## src/rtl/counting_ones_seq.sv

```systemverilog
// Sequential population counter: a word is accepted, counted CHUNK bits per
// clock, and the result (count, parity, zero flag) is held until consumed.
//
// state | meaning
// IDLE  | ready for a new word; in_ready high
// COUNT | consuming the shift register one chunk per clock
// DONE  | result valid; waiting for out_ready
module counting_ones_seq #(
   parameter int WIDTH = 16,
   parameter int CHUNK = 4
) (
   input  logic                           clk,
   input  logic                           rst,
   input  logic                           in_valid,
   output logic                           in_ready,
   input  logic [WIDTH-1:0]               a,
   output logic                           out_valid,
   input  logic                           out_ready,
   output logic [$clog2(WIDTH+1)-1:0]     y,
   output logic                           parity,
   output logic                           zero
);

   localparam int NCYC = WIDTH / CHUNK;
   localparam int CW   = $clog2(WIDTH + 1);
   localparam int PW   = $clog2(CHUNK + 1);
   // A single-chunk word still needs a one-bit counter to keep the types legal.
   localparam int CNTW = (NCYC > 1) ? $clog2(NCYC) : 1;
   localparam logic [CNTW-1:0] LAST_CHUNK = CNTW'(NCYC - 1);

   typedef enum logic [1:0] {
      IDLE  = 2'd0,
      COUNT = 2'd1,
      DONE  = 2'd2
   } state_t;

   state_t            state_q;
   logic [WIDTH-1:0]  shift_q;
   logic [CW-1:0]     acc_q;
   logic [CNTW-1:0]   cnt_q;
   logic [CW-1:0]     res_q;
   logic              parity_q;
   logic              zero_q;
   logic              in_ready_q;
   logic              out_valid_q;

   logic [PW-1:0]     chunk_pop_d;
   logic [CW-1:0]     acc_d;

   // Popcount of the low chunk, zero-extended into the accumulator sum.
   always_comb begin
      chunk_pop_d = '0;
      for (int i = 0; i < CHUNK; i++) begin
         chunk_pop_d = chunk_pop_d + PW'(shift_q[i]);
      end
      acc_d = acc_q + CW'(chunk_pop_d);
   end

   // Control FSM with datapath and registered handshake/result outputs.
   always_ff @(posedge clk) begin
      if (rst) begin
         state_q     <= IDLE;
         shift_q     <= '0;
         acc_q       <= '0;
         cnt_q       <= '0;
         res_q       <= '0;
         parity_q    <= 1'b0;
         zero_q      <= 1'b1;
         in_ready_q  <= 1'b1;
         out_valid_q <= 1'b0;
      end else begin
         case (state_q)
            IDLE: begin
               if (in_valid) begin
                  shift_q    <= a;
                  acc_q      <= '0;
                  cnt_q      <= '0;
                  in_ready_q <= 1'b0;
                  state_q    <= COUNT;
               end
            end
            COUNT: begin
               shift_q <= shift_q >> CHUNK;
               acc_q   <= acc_d;
               cnt_q   <= cnt_q + CNTW'(1);
               if (cnt_q == LAST_CHUNK) begin
                  res_q       <= acc_d;
                  parity_q    <= acc_d[0];
                  zero_q      <= (acc_d == '0);
                  out_valid_q <= 1'b1;
                  state_q     <= DONE;
               end
            end
            DONE: begin
               if (out_ready) begin
                  out_valid_q <= 1'b0;
                  in_ready_q  <= 1'b1;
                  state_q     <= IDLE;
               end
            end
            default: begin
               state_q     <= IDLE;
               in_ready_q  <= 1'b1;
               out_valid_q <= 1'b0;
            end
         endcase
      end
   end

   assign in_ready  = in_ready_q;
   assign out_valid = out_valid_q;
   assign y         = res_q;
   assign parity    = parity_q;
   assign zero      = zero_q;

endmodule

```

## config.mk

```make
export PLATFORM = sky130hd
export DESIGN_NAME = counting_ones_seq
export DESIGN_NICKNAME = d
export VERILOG_FILES = /design/src/rtl/counting_ones_seq.sv
export SDC_FILE = /design/constraint.sdc
export NUM_CORES = 1
export LEC_CHECK = 0
export ABC_AREA = 0
export CORE_MARGIN = 5
export CORE_UTILIZATION = 30
export DETAILED_ROUTE_END_ITERATION = 10
export GPL_TIMING_DRIVEN = 0
export PLACE_DENSITY_LB_ADDON = 0.08
export RECOVER_POWER = 100
export SYNTH_ARGS = -nofsm -noshare
export SYNTH_HDL_FRONTEND = slang
export SYNTH_SLANG_ARGS = --single-unit
```

## constraint.sdc

```tcl
create_clock -name clk -period 4.29 [get_ports clk]
set_clock_uncertainty 0.1 [all_clocks]
set_input_delay 1.0725 -clock clk [delete_from_list [all_inputs] [get_ports clk]]
set_output_delay 1.0725 -clock clk [all_outputs]
set_load 0.03 [all_outputs]
```

==> summary.txt <==
Run status
  – Status: finished clean

Synth
  – Syn Nets: 220
  – Cell Area, Synth: 1540 sq um
  – Register area share after synthesis: 42.8%
  – Post-synth top area cell: dfxtp_1
  – Seq cells post-synth: 33
  – Synth unique cells: 28
  – Yosys Warn Count: 0
  – Area contributors post-synth: dfxtp_1, nor2_1, a21oi_1
  – Mapped Avg Cell Area: 7.91 sq um
  – Syn Inst Count: 195
  – Top cell type's share of synthesized area: 42.8%

Cells and area
  – Area Overhead vs Synth: 28.6%
  – Cell Count, Final, Fillers Out: 299
  – Most common cell after layout, fill and taps aside: nor2_1
  – # nets final: 254
  – Layout cells sized above 1: 6.55%
  – Filler cells: 567
  – Final Cell Area: 1980 sq um
  – N_diodes: 0
  – Commonest non-fill, non-tap cells in the layout: nor2_1, dfxtp_1, a21oi_1, clkdlybuf4s50_1, nor3_1

Pwr
  – Leakage: 0.816 nW
  – Power Density: 350 nW/um^2
  – Max IR drop VDD: 0.000144 V

Clocking
  – H-tree Lvls: 2
  – Gates resized, CTS repair: 0
  – Clk buf depth: 2
  – Root Driver: clkbuf_8
  – CTS sink cnt: 33
  – Clock slew at the register clock pins of the worst setup and hold paths: 0.07 ns
  – Post-CTS Setup Bufs: 0
  – Clock Latency Late Sink: 0.28 ns
  – Cts hold-fix bufs: 0
  – CTS Buf Count: 5
  – CTS tree: built

Setup path
  – Crit Path Max Fanout: 3
  – CP Buf/Inv Count: 2
  – Slowest cell on crit path: dlygate4sd3_1
  – Setup Crit Path Kind: flip-flop to output pin
  – WP data arrival: 1.45 ns
  – Slowest Stage Delay on Critical Path: 0.73 ns
  – Critical Path RT: 3.12 ns
  – Setup crit start: y[0]
  – Crit. End Element: output pin
  – Worst-path cell chain: buf_4, dlygate4sd3_1
  – Kind of cell adding the most delay to the critical path: buffers and inverters
  – CP Launch Type: flip-flop
  – Worst flop-to-flop path startpoint: shift_q[0]

Global route
  – First-pass GRT wire length: 6.21 mm
  – Grt total ovfl: 0
  – GRT Total Usage: 12.4%
  – Pin count of the biggest net entering global routing: 11
  – Vias in the first global route: 1,294
  – Initial antenna violation count: 0

Timing
  – Setup-failing EPs final: 0
  – Post-route minimum period: 2.62 ns
  – Tightest Pin Transition: 0.560 ns
  – Final Max Slew Viols: 0
  – Fin. Hold Viols: 0
  – Setup TNS: 0 ns
  – Slew margin rel.: 62.7%
  – Fmax: 381 MHz
  – Final Cycle Share: 61.1%
  – RSZ-0062 raised after global routing: false

Route
  – Initial DRC Count: 57
  – Drt wl/cell: 12.5 um
  – Via density: 4.62
  – DR vias: 1,382
  – Post-DRT Antenna Nets: 0
  – DR pass1 iterations: 6
  – Residual DRC count: 0
  – WL final: 3.74 mm

Place
  – Placed cells: 292
  – PortBufs: 27
  – Final GP Congestion: 0.727
  – Hpwl dp: 2.74 mm
  – DP Area: 1900 sq um

Min path
  – Worst Hold Class: flip-flop to flip-flop
  – Min-delay src: y[0]

Floorplanning
  – Initial Util: 30.6%
  – I/O pin count: 29
  – Row count: 26
  – Die width: 81.7 um
  – Die Area: 6680 sq um
  – Core area: 5040 sq um
  – Die Span Y: 81.7 um

Job
  – Max_cap viols: 0
[synthesized netlist by cell type]
cell and instances:
nor4_1 1, a21oi_1 19, or2_2 1, a22oi_1 9
nor2_1 58, clkbuf_1 4, nor2b_1 13, o31ai_1 1
xnor2_1 2, and2_1 1, ha_1 2, buf_4 3
nand2b_1 3, xor2_1 1, fa_1 3, buf_1 1
nand3_1 1, a21o_1 1, a211oi_1 4, nand2_1 4
a221o_1 1, buf_2 6, o21bai_1 1, inv_1 5
nor2b_4 1, nand3b_1 2, dfxtp_1 33, nor3_1 14
[layer usage]
layer / global-route usage (%) / up-vias / routed length (um)
met4: 4.49 / 0 / 58
met1: 15.6 / 632 / 1790
met3: 4.17 / 6 / 196
met2: 19.6 / 34 / 1700
met5: 0 / - / 0
li1: - / 710 / -
[final cells by class]
cell class | count | area [sq um] | share of cell area, %
clock buffer | 7 | 86.3 | 4.35
buffer | 14 | 68.8 | 3.47
sequential | 33 | 661 | 33.3
multi-input combinational | 143 | 792 | 39.9
timing repair buffer | 27 | 270 | 13.6
inverter | 5 | 18.8 | 0.946
tap | 70 | 87.6 | 4.41
[state kept, by name, summed over array words and instances (netlist names)]
signal	count
shift_q	16
acc_q	5
y	5
cnt_q	2
state_q	2
in_ready	1
out_valid	1
zero	1
[worst min-delay path, cell delays in order, from the launching register on]
cell and delay, ns:
dfxtp_1 0.32, nand2_1 0.05, a21oi_1 0.05
[report_power, final]
group | internal, W | switching [W]
logic | 0.0000559 | 0.0000651
clock network | 0.000127 | 0.000111
registers | 0.000325 | 0.0000111
total | 0.000508 | 0.000187
[metrics by stage]
step,util (%),hold slack [ns],worst slack [ns],power [W]
2_1_floorplan,-,0.369,1.85,0.000423
3_3_place_gp,37.7,0.366,1.61,0.000467
3_5_place_dp,37.7,0.366,1.59,0.000465
4_1_cts,39.4,0.376,1.68,0.000706
5_1_grt,39.4,0.388,1.54,0.000738
6_report,39.4,0.367,1.67,0.000695
[final timing paths]
kind,endpoint,cells past startpoint,slack [ns]
min reg2reg,y[0],2,0.37
max,y[0],2,1.67
max reg2reg,zero,8,1.70
min,y[0],2,0.37
[logic make-up after synthesis]
logic type                 count (synthesis)  synth area share, %
adders and majority gates                  5                 5.51
xor gates and xnor gates                   3                 1.70
buffers and inverters                     19                 5.84
and+or+nand+nor                           99                 29.5
AOI/OAI and AO/OA                         36                 14.6
DFF                                       33                 42.8
Power figures use the tool's default switching activity.
